==> config.mk <==
export PLATFORM = sky130hd
export DESIGN_NAME = ps2_mouse_master_ext
export DESIGN_NICKNAME = d
export VERILOG_FILES = /design/src/rtl/ps2_mouse_master_ext_pkg.sv /design/src/rtl/ps2_mouse_master_ext_timeout.sv /design/src/rtl/ps2_mouse_master_ext.sv
export SDC_FILE = /design/constraint.sdc
export NUM_CORES = 1
export LEC_CHECK = 0
export BUFFER_PORTS_ARGS = -buffer_cell sky130_fd_sc_hd__buf_2
export CORE_UTILIZATION = 40
export CTS_CLUSTER_DIAMETER = 60
export DETAILED_ROUTE_END_ITERATION = 16
export GPL_ROUTABILITY_DRIVEN = 0
export HOLD_SLACK_MARGIN = 0.08
export MAX_ROUTING_LAYER = met4
export PLACE_DENSITY = 0.62
export SETUP_SLACK_MARGIN = 0.02
export SLEW_MARGIN = 40
export SYNTH_ARGS = -nofsm -noshare
export SYNTH_HDL_FRONTEND = slang
export SYNTH_HIERARCHICAL = 1
export SYNTH_SLANG_ARGS = --single-unit
export TNS_END_PERCENT = 100
==> constraint.sdc <==
create_clock -name CLK -period 3.4 [get_ports CLK]
set_input_delay 0.68 -clock CLK [delete_from_list [all_inputs] [get_ports CLK]]
set_output_delay 0.68 -clock CLK [all_outputs]
set_load 0.01 [all_outputs]
==> src/rtl/ps2_mouse_master_ext_pkg.sv <==
// Shared types and PS/2 mouse protocol bytes for the mouse host controller.
// The init script is a flat list of send/expect steps, indexed by the FSM.
package ps2_mouse_master_ext_pkg;

  typedef enum logic [2:0] {
    S_SEND,
    S_TX_WAIT,
    S_RX,
    S_STREAM,
    S_FAULT
  } state_e;

  typedef enum logic [1:0] {
    ACT_TX,
    ACT_RX,
    ACT_ID,
    ACT_DONE
  } act_kind_e;

  typedef struct packed {
    act_kind_e  kind;
    logic [7:0] data;
  } init_act_t;

  localparam logic [7:0] CMD_RESET    = 8'hFF;
  localparam logic [7:0] CMD_SET_RATE = 8'hF3;
  localparam logic [7:0] CMD_GET_ID   = 8'hF2;
  localparam logic [7:0] CMD_ENABLE   = 8'hF4;
  localparam logic [7:0] RSP_ACK      = 8'hFA;
  localparam logic [7:0] RSP_BAT_OK   = 8'hAA;
  localparam logic [7:0] RATE_200     = 8'hC8;
  localparam logic [7:0] RATE_100     = 8'h64;
  localparam logic [7:0] RATE_80      = 8'h50;
  localparam logic [7:0] ID_STD       = 8'h00;
  localparam logic [7:0] ID_WHEEL     = 8'h03;

  // Wheel detection is the 200/100/80 sample-rate knock followed by Get ID.
  function automatic init_act_t init_action(input logic [4:0] idx, input logic wheel);
    init_act_t a;
    a = '{ACT_DONE, 8'h00};
    if (idx < 5'd4) begin
      case (idx)
        5'd0:    a = '{ACT_TX, CMD_RESET};
        5'd1:    a = '{ACT_RX, RSP_ACK};
        5'd2:    a = '{ACT_RX, RSP_BAT_OK};
        default: a = '{ACT_RX, ID_STD};
      endcase
    end else if (wheel) begin
      case (idx)
        5'd4:  a = '{ACT_TX, CMD_SET_RATE};
        5'd6:  a = '{ACT_TX, RATE_200};
        5'd8:  a = '{ACT_TX, CMD_SET_RATE};
        5'd10: a = '{ACT_TX, RATE_100};
        5'd12: a = '{ACT_TX, CMD_SET_RATE};
        5'd14: a = '{ACT_TX, RATE_80};
        5'd16: a = '{ACT_TX, CMD_GET_ID};
        5'd18: a = '{ACT_ID, 8'h00};
        5'd19: a = '{ACT_TX, CMD_ENABLE};
        5'd5, 5'd7, 5'd9, 5'd11, 5'd13, 5'd15, 5'd17, 5'd20:
               a = '{ACT_RX, RSP_ACK};
        default: a = '{ACT_DONE, 8'h00};
      endcase
    end else begin
      case (idx)
        5'd4:    a = '{ACT_TX, CMD_ENABLE};
        5'd5:    a = '{ACT_RX, RSP_ACK};
        default: a = '{ACT_DONE, 8'h00};
      endcase
    end
    return a;
  endfunction

endpackage

==> src/rtl/ps2_mouse_master_ext_timeout.sv <==
// Down-counter watchdog: reloads on clear, counts while enabled,
// expired is the terminal-count compare.
module ps2_timeout_counter #(
  parameter int TIMEOUT_CYCLES = 25_000_000
) (
  input  logic CLK,
  input  logic RESET,
  input  logic clear,
  input  logic enable,
  output logic expired
);

  localparam int CW = $clog2(TIMEOUT_CYCLES + 1);
  localparam logic [CW-1:0] TC_LOAD = CW'(TIMEOUT_CYCLES);

  logic [CW-1:0] cnt;

  always_ff @(posedge CLK) begin
    if (RESET || clear) begin
      cnt <= TC_LOAD;
    end else if (enable && (cnt != '0)) begin
      cnt <= cnt - CW'(1);
    end
  end

  assign expired = (cnt == '0);

endmodule

==> src/rtl/ps2_mouse_master_ext.sv <==
// PS/2 mouse host: reset/identify/enable init sequence, then packet streaming.
// state     | meaning
// S_SEND    | one-cycle SEND_BYTE request for the current init command
// S_TX_WAIT | command held, waiting for BYTE_SENT
// S_RX      | waiting for the expected response byte (or device ID)
// S_STREAM  | init done, assembling 3/4-byte movement packets
// S_FAULT   | retries exhausted, idle until RESET
module ps2_mouse_master_ext
  import ps2_mouse_master_ext_pkg::*;
#(
  parameter int ENABLE_WHEEL   = 1,
  parameter int TIMEOUT_CYCLES = 25_000_000,
  parameter int MAX_RETRIES    = 3
) (
  input  logic       CLK,
  input  logic       RESET,
  output logic       SEND_BYTE,
  output logic [7:0] BYTE_TO_SEND,
  input  logic       BYTE_SENT,
  output logic       READ_ENABLE,
  input  logic [7:0] BYTE_READ,
  input  logic [1:0] BYTE_ERROR_CODE,
  input  logic       BYTE_READY,
  output logic [7:0] MOUSE_STATUS,
  output logic [7:0] MOUSE_DX,
  output logic [7:0] MOUSE_DY,
  output logic [7:0] MOUSE_DZ,
  output logic       SEND_INTERRUPT,
  output logic       WHEEL_MODE,
  output logic       INIT_DONE,
  output logic       INIT_FAIL
);

  localparam logic       WHEEL_EN    = (ENABLE_WHEEL != 0);
  localparam logic [7:0] RETRY_LIMIT = 8'(MAX_RETRIES - 1);

  state_e     state, state_nxt;
  logic [4:0] act_idx, act_idx_nxt;
  logic [7:0] retry_cnt, retry_nxt;
  logic       wheel_q, wheel_nxt;
  logic       advance, fail;
  init_act_t  act_cur, act_next;
  logic       tmr_clear, tmr_enable, tmr_expired;
  logic [1:0] pkt_idx;
  logic [1:0] pkt_last;
  logic [7:0] buf0, buf1, buf2;

  assign act_cur  = init_action(act_idx, WHEEL_EN);
  assign act_next = init_action(act_idx + 5'd1, WHEEL_EN);
  assign pkt_last = wheel_q ? 2'd3 : 2'd2;

  assign tmr_enable = (state == S_TX_WAIT) || (state == S_RX) ||
                      ((state == S_STREAM) && (pkt_idx != 2'd0));

  ps2_timeout_counter #(.TIMEOUT_CYCLES(TIMEOUT_CYCLES)) u_timeout (
    .CLK     (CLK),
    .RESET   (RESET),
    .clear   (tmr_clear),
    .enable  (tmr_enable),
    .expired (tmr_expired)
  );

  always_ff @(posedge CLK) begin
    if (RESET) begin
      state     <= S_SEND;
      act_idx   <= '0;
      retry_cnt <= '0;
      wheel_q   <= 1'b0;
    end else begin
      state     <= state_nxt;
      act_idx   <= act_idx_nxt;
      retry_cnt <= retry_nxt;
      wheel_q   <= wheel_nxt;
    end
  end

  always_comb begin
    state_nxt   = state;
    act_idx_nxt = act_idx;
    retry_nxt   = retry_cnt;
    wheel_nxt   = wheel_q;
    advance     = 1'b0;
    fail        = 1'b0;
    case (state)
      S_SEND: state_nxt = S_TX_WAIT;
      S_TX_WAIT: begin
        if (BYTE_SENT) advance = 1'b1;
        else if (tmr_expired) fail = 1'b1;
      end
      S_RX: begin
        if (BYTE_READY) begin
          if (BYTE_ERROR_CODE != 2'b00) begin
            fail = 1'b1;
          end else if (act_cur.kind == ACT_ID) begin
            if (BYTE_READ == ID_WHEEL) begin
              wheel_nxt = 1'b1;
              advance   = 1'b1;
            end else if (BYTE_READ == ID_STD) begin
              wheel_nxt = 1'b0;
              advance   = 1'b1;
            end else begin
              fail = 1'b1;
            end
          end else if (BYTE_READ == act_cur.data) begin
            advance = 1'b1;
          end else begin
            fail = 1'b1;
          end
        end else if (tmr_expired) begin
          fail = 1'b1;
        end
      end
      default: ;
    endcase
    if (advance) begin
      act_idx_nxt = act_idx + 5'd1;
      case (act_next.kind)
        ACT_TX:   state_nxt = S_SEND;
        ACT_DONE: state_nxt = S_STREAM;
        default:  state_nxt = S_RX;
      endcase
    end
    if (fail) begin
      wheel_nxt   = 1'b0;
      act_idx_nxt = '0;
      if (retry_cnt >= RETRY_LIMIT) begin
        state_nxt = S_FAULT;
      end else begin
        retry_nxt = retry_cnt + 8'd1;
        state_nxt = S_SEND;
      end
    end
    tmr_clear = (state_nxt != state) || advance || ((state == S_STREAM) && BYTE_READY);
  end

  // Packet assembly; the final byte is taken straight from BYTE_READ.
  always_ff @(posedge CLK) begin
    if (RESET) begin
      pkt_idx        <= '0;
      buf0           <= '0;
      buf1           <= '0;
      buf2           <= '0;
      MOUSE_STATUS   <= '0;
      MOUSE_DX       <= '0;
      MOUSE_DY       <= '0;
      MOUSE_DZ       <= '0;
      SEND_INTERRUPT <= 1'b0;
    end else begin
      SEND_INTERRUPT <= 1'b0;
      if (state == S_STREAM) begin
        if (BYTE_READY) begin
          if (BYTE_ERROR_CODE != 2'b00) begin
            pkt_idx <= '0;
          end else if ((pkt_idx == 2'd0) && !BYTE_READ[3]) begin
            pkt_idx <= '0;
          end else if (pkt_idx == pkt_last) begin
            MOUSE_STATUS   <= buf0;
            MOUSE_DX       <= buf1;
            MOUSE_DY       <= wheel_q ? buf2 : BYTE_READ;
            MOUSE_DZ       <= wheel_q ? BYTE_READ : 8'h00;
            SEND_INTERRUPT <= 1'b1;
            pkt_idx        <= '0;
          end else begin
            case (pkt_idx)
              2'd0:    buf0 <= BYTE_READ;
              2'd1:    buf1 <= BYTE_READ;
              default: buf2 <= BYTE_READ;
            endcase
            pkt_idx <= pkt_idx + 2'd1;
          end
        end else if ((pkt_idx != 2'd0) && tmr_expired) begin
          pkt_idx <= '0;
        end
      end
    end
  end

  assign SEND_BYTE    = (state == S_SEND) && !RESET;
  assign BYTE_TO_SEND = (((state == S_SEND) || (state == S_TX_WAIT)) && !RESET) ? act_cur.data : 8'h00;
  assign READ_ENABLE  = (state == S_RX) || (state == S_STREAM);
  assign INIT_DONE    = (state == S_STREAM);
  assign INIT_FAIL    = (state == S_FAULT);
  assign WHEEL_MODE   = wheel_q;

endmodule

[Word-level counts from Yosys, hierarchy flattened]
Memory sizes are Yosys's and may differ from the RTL's. A register that Yosys moved wholly into a read port is not among the register bits.
Cells that the tools add are included.
Cells by class
  muxes and demuxes: 40
  magnitude comparators: 3
  divide/modulo/power cells: 0
  bitwise operators: 7
  $mul: 0
  shift-type cells: 0
  reductions and logical operators: 38
  eq/ne operators: 15
  add/subtract/negate cells: 4
Operator list (count)
  $pmux W9 S3: 2
  $logic_not A25 Y1: 1
  $reduce_bool A25 Y1: 1
  $sub A25 B1 Y25 const B: 1
  $mux W8: 3
  $mux W10: 2
  $mux W1: 19
  $reduce_and A6 Y1: 3
  $mux W3: 4
  $eq A5 B1 Y1 const B: 2
  $eq A5 B2 Y1 const B: 2
  $logic_not A5 Y1: 2
  $lt A5 B3 Y1 const B: 2
  $mux W2: 5
  $mux W5: 2
  $reduce_and A5 Y1: 2
  $add A8 B1 Y8 const B: 1
  $eq A8 B2 Y1 const B: 1
  $eq A8 B8 Y1: 1
  $ge A8 B2 Y1 const B: 1
  $logic_not A8 Y1: 1
  $reduce_bool A2 Y1: 4
  $logic_and A1 B1 Y1: 7
  $logic_or A1 B1 Y1: 7
  other kinds (18): 31
Word-level totals
  memory bits (read-only): 640
  bits of input ports: 14
  register bits: 101
  word-level logic and storage cells: 123
  memories kept: 2
  bits in writable memories: 0
  bits in latches: 0
  output and inout port bits: 46
Memories
  (name not given): words 32, width 10, rd ports 1, clocked after memory_dff 0, write ports 0, RTL line ps2_mouse_master_ext_pkg.sv:49  | case (idx)
  (name not given): words 32, width 10, rd ports 1, clocked after memory_dff 1, write ports 0, RTL line ps2_mouse_master_ext_pkg.sv:49

[Depth between registers and ports, before layout]
  depth after elaboration: 15
  mapped depth: 14
  gate-level depth less buffers: 13

[By module]
The synthesis kept the hierarchy.
By module, submodules not included
  ps2_mouse_master_ext: instances 1, area each 4165.2 um^2, cells an instance 500
  ps2_timeout_counter: instances 1, area each 1360.1 um^2, cells an instance 154

[Worst setup path before layout]
No wires, ideal clock.
  path type: reg-to-reg
  start point: register act_idx[0]
  end point: register u_timeout.cnt[4]
  data arrival time: 3.455 ns
  cell stages (with the launch flop): 14
  path slack: -0.114 ns
  required time: 3.341 ns
  buffers on the path: 1
  clock period less this slack: 3.514 ns
  path through: dfxtp_1 > inv_1 > ha_1 > or3_1 > mux2i_1 > a22oi_1 > nor4_4 > nor2_2 > o211ai_1 > a21o_1 > or2_2 > dlygate4sd1_1 > or4_1 > nand2_1
Between the ends
  cells in the longest elaborated chain, start to end: 15
Ends and longest elaborated chain
  start, declared: RTL line ps2_mouse_master_ext.sv:38  | logic [4:0] act_idx, act_idx_nxt;
  start signal, assigned: RTL line ps2_mouse_master_ext.sv:71  | act_idx <= act_idx_nxt;
  parallel branches: the longest is 12 deep, another holds $mem_v2 Z32 W10
  $logic_or A1 B1 Y1 (*) (2 in series): RTL line ps2_mouse_master_ext.sv:133  | tmr_clear = (state_nxt != state) || advance || ((state == S_STREAM) && BYTE_READY);
  net tmr_clear: RTL line ps2_mouse_master_ext.sv:43  | logic tmr_clear, tmr_enable, tmr_expired;
  $logic_or A1 B1 Y1 (*): RTL line ps2_mouse_master_ext_timeout.sv:19  | if (RESET || clear) begin
  end signal, assigned: RTL line ps2_mouse_master_ext_timeout.sv:22  | cnt <= cnt - CW'(1);
  end, declared: RTL line ps2_mouse_master_ext_timeout.sv:16  | logic [CW-1:0] cnt;
Mark *: on every way through the listed nets, which the timed path passes.
A chain may end at the register's enable or synchronous reset.

[Final worst setup path]
  start point: register act_idx[1]
  end point: register u_timeout.cnt[4]
The elaborated chain is that of the path after synthesis.

==> reports/qor.yml <==
outcome:
  status: "finished, final reports clean"
floorplanning:
  ios: 60
  dieArea_um2: 14300
  rows: 42
  chipWidth_um: 120
  die_height_um: 120
  core_um2: 13300
  initial_core_util_pct: 41.4
setup_path:
  path_cells: "inv_2, ha_1, or3_4, mux2i_1, a22oi_2, buf_4, o41ai_2, o21ai_1, a21o_1, or2_2, or4_1, nand2_1"
  crit_required_ns: 3.71
  crit_family: "simple AND/OR/NAND/NOR gates"
  cp.arrival_ns: 3.50
  endpoint_kind: "flop"
  critPathSlowestCell: "or4_1"
  cp_num_buf_inv: 2
  path_max_fanout: 7
  cp-start-kind: "flop"
  max_stage_delay_ns: 0.46
  critical_path_class: "flop to flop"
  r2r_cells: 12
  rrSetupSlack_ns: 0.21
  timing.rr.start: "act_idx[1]"
  r2r-end: "u_timeout/cnt[4]"
cells_and_area:
  fillers: 1311
  final_cell_mix: "dfxtp_1, nand2_1, nor2_1, a21oi_1, buf_2"
  diodes: 0
  utilization_pct: 47.9
  layout-drive-gt1-share_pct: 19.8
  syn_to_final_growth_pct: 15.7
  fin_nets: 734
  layout_commonest_cell: "dfxtp_1"
synthesis:
  synth_nets: 680
  syn_inst: 654
  synth_top_area_share_pct: 40.2
  synth_edf_count: 0
  ys_seq_area_share_pct: 40.2
  synth_ff_type: "dfxtp_1"
  synthTopCellsByArea: "dfxtp_1, a21oi_1, nand2_1"
  synth_top_cell_by_area: "dfxtp_1"
  syn-cell-area_um2: 5530
  ys_seq_elements: 111
  yosysWarnings: 6
  avgSynthCellArea_um2: 8.45
  synthDistinctLibCells: 73
  async_reset_ff_share_pct: 0
power_and_ir_drop:
  p_seq_share_pct: 47.1
  p_clk_share_pct: 39.3
  p_sw_uw: 759
  peakVddDrop_v: 0.000197
  swShare_pct: 26.7
  power.density_nw_per_um2: 445
  p_comb_share_pct: 13.6
  p_int_uw: 2090
  leakagePower_uw: 0.00258
global_routing:
  grt_usage_pct: 20.0
  grt_antenna_before_repair: 0
  first_global_vias: 4545
  overflow: 0
  grt_max_degree: 73
  grt_first_pass_wirelength_um: 22000
cts:
  root_buffer: "clkbuf_16"
  clk_latency_ns: 0.37
  cts_max_level: 3
  cts_tree: "yes"
  numClockSinks: 111
  cts_buffers: 9
  clockBufferDepth: 2
  holdBufCountCts: 0
  path_clk_slew_ns: 0.08
hold_path:
  whs_path_depth: 2
  min-delay-start: "buf0[3]"
  whs_endpoint: "buf0[3]"
  hp-class: "flop to flop"
detailed_routing:
  firstDrtPassIters: 4
  first_iter_violations: 257
  route.detailed.drc: 0
  vias: 4820
  wl_per_cell_um: 15.3
  wl_um: 13600
  drtAntennaViolNets: 0
  viasPerCell: 5.42
sta:
  fin_skew_ns: 0.0110
  slew_violations: 0
  rsz0062_at_grt: "no"
  fmax_mhz: 314
  max_slew_margin_pct: 52.5
  fin_crit_ns: 3.19
  finalCritPeriodShare_pct: 93.8
  final_hold_viol_count: 0
  holdWs_ns: 0.449
  max_slew.worst_pin.slew_ns: 0.712
  finalSetupViolCount: 0
place:
  portBuffers: 59
  place_hpwl_um: 9730
run:
  maxCapViolations: 0
## through the flow
stage	worst slack, ns	cell area, um^2	setup TNS, ns	total power (uW)	cells
floorplan	0.0525	5540	0	1640	654
global placement	-0.00930	6030	-0.00930	1740	869
detailed placement	-0.0556	6030	-0.208	1750	869
CTS	0.0204	6350	0	2860	885
global route	0.0539	6390	0	2970	889
finish	0.212	6390	0	2850	889
## cells in the mapped netlist (6+ instances only)
master,count
dfxtp_1,111
nand2_1,79
nor2_1,74
a21oi_1,61
clkbuf_1,33
nand3_1,32
mux2i_1,27
xnor2_1,17
inv_1,16
a211oi_1,13
or3_1,13
ha_1,12
and3_1,10
nor2b_1,10
nor3_1,10
o21ai_0,10
or4_1,8
xor2_1,8
and2_1,6
o21ai_1,6
o31ai_1,6
## worst min-delay path: stages, from the launching register on
cell	delay, ns
dfxtp_1	0.31
inv_1	0.05
a21oi_1	0.05
## layer usage
metal / global-route usage [%] / routed length, um
met5: - / 0
met4: 10.7 / 388
met3: 3.71 / 645
met2: 31.3 / 6450
met1: 24.4 / 6130
## kinds of logic (layout without fill, tap and decap cells)
| kind of cell | count (synthesis) | count (layout) | share of synthesized area, % |
|---|---|---|---|
| and+or+nand+nor | 282 | 282 | 26.4 |
| AOI/OAI and AO/OA | 136 | 136 | 16.4 |
| DFF | 111 | 111 | 40.2 |
| buffers and inverters | 58 | 117 | 4.62 |
| muxes | 29 | 29 | 5.37 |
| xor gates and xnor gates | 26 | 26 | 4.26 |
| adders and majority gates | 12 | 12 | 2.72 |
## repair_timing
item,in CTS,in global routing
buffers inserted,0,4
resized for setup,0,4
setup endpoints to repair,0,24
## state kept, by name (all words and copies together) (netlist names), named ones only
register        count
SEND_INTERRUPT      1
pkt_idx             2
WHEEL_MODE          1
MOUSE_STATUS        8
u_timeout/cnt      25
state               3
act_idx             5
buf2                8
MOUSE_DY            8
MOUSE_DX            8
retry_cnt           8
MOUSE_DZ            8
buf0                8
buf1                8
## how the worst max path moves through the flow
stage	from	to	slack [ns]	cells after the start
after floorplan	act_idx[0]	u_timeout/cnt[4]	0.05	12
after global placement	BYTE_READY	u_timeout/cnt[4]	-0.009	10
after detailed placement	BYTE_READY	u_timeout/cnt[4]	-0.06	10
after CTS	act_idx[1]	u_timeout/cnt[4]	0.02	12
after global routing	act_idx[3]	u_timeout/cnt[4]	0.05	10
final	act_idx[1]	u_timeout/cnt[4]	0.21	12
## cell type report
class	count	area (um^2)	share of cell area (%)
Multi-Input combinational cell	485	3080	48.2
Clock inverter	5	63.8	0.998
Inverter	16	60.1	0.940
Sequential cell	111	2220	34.8
Clock buffer	11	253	3.95
Tap cell	176	220	3.44
Timing Repair Buffer	85	490	7.67
## power by group through the flow
| stage | sequential [uW] | combinational (uW) | clock (uW) |
|---|---|---|---|
| CTS | 1340 | 382 | 1140 |
| detailed placement | 1370 | 379 | 0 |
| global placement | 1370 | 375 | 0 |
| finish | 1340 | 386 | 1120 |
| global route | 1340 | 429 | 1190 |
| floorplan | 1370 | 273 | 0 |
Note: power is estimated with default switching activity, not from simulation.
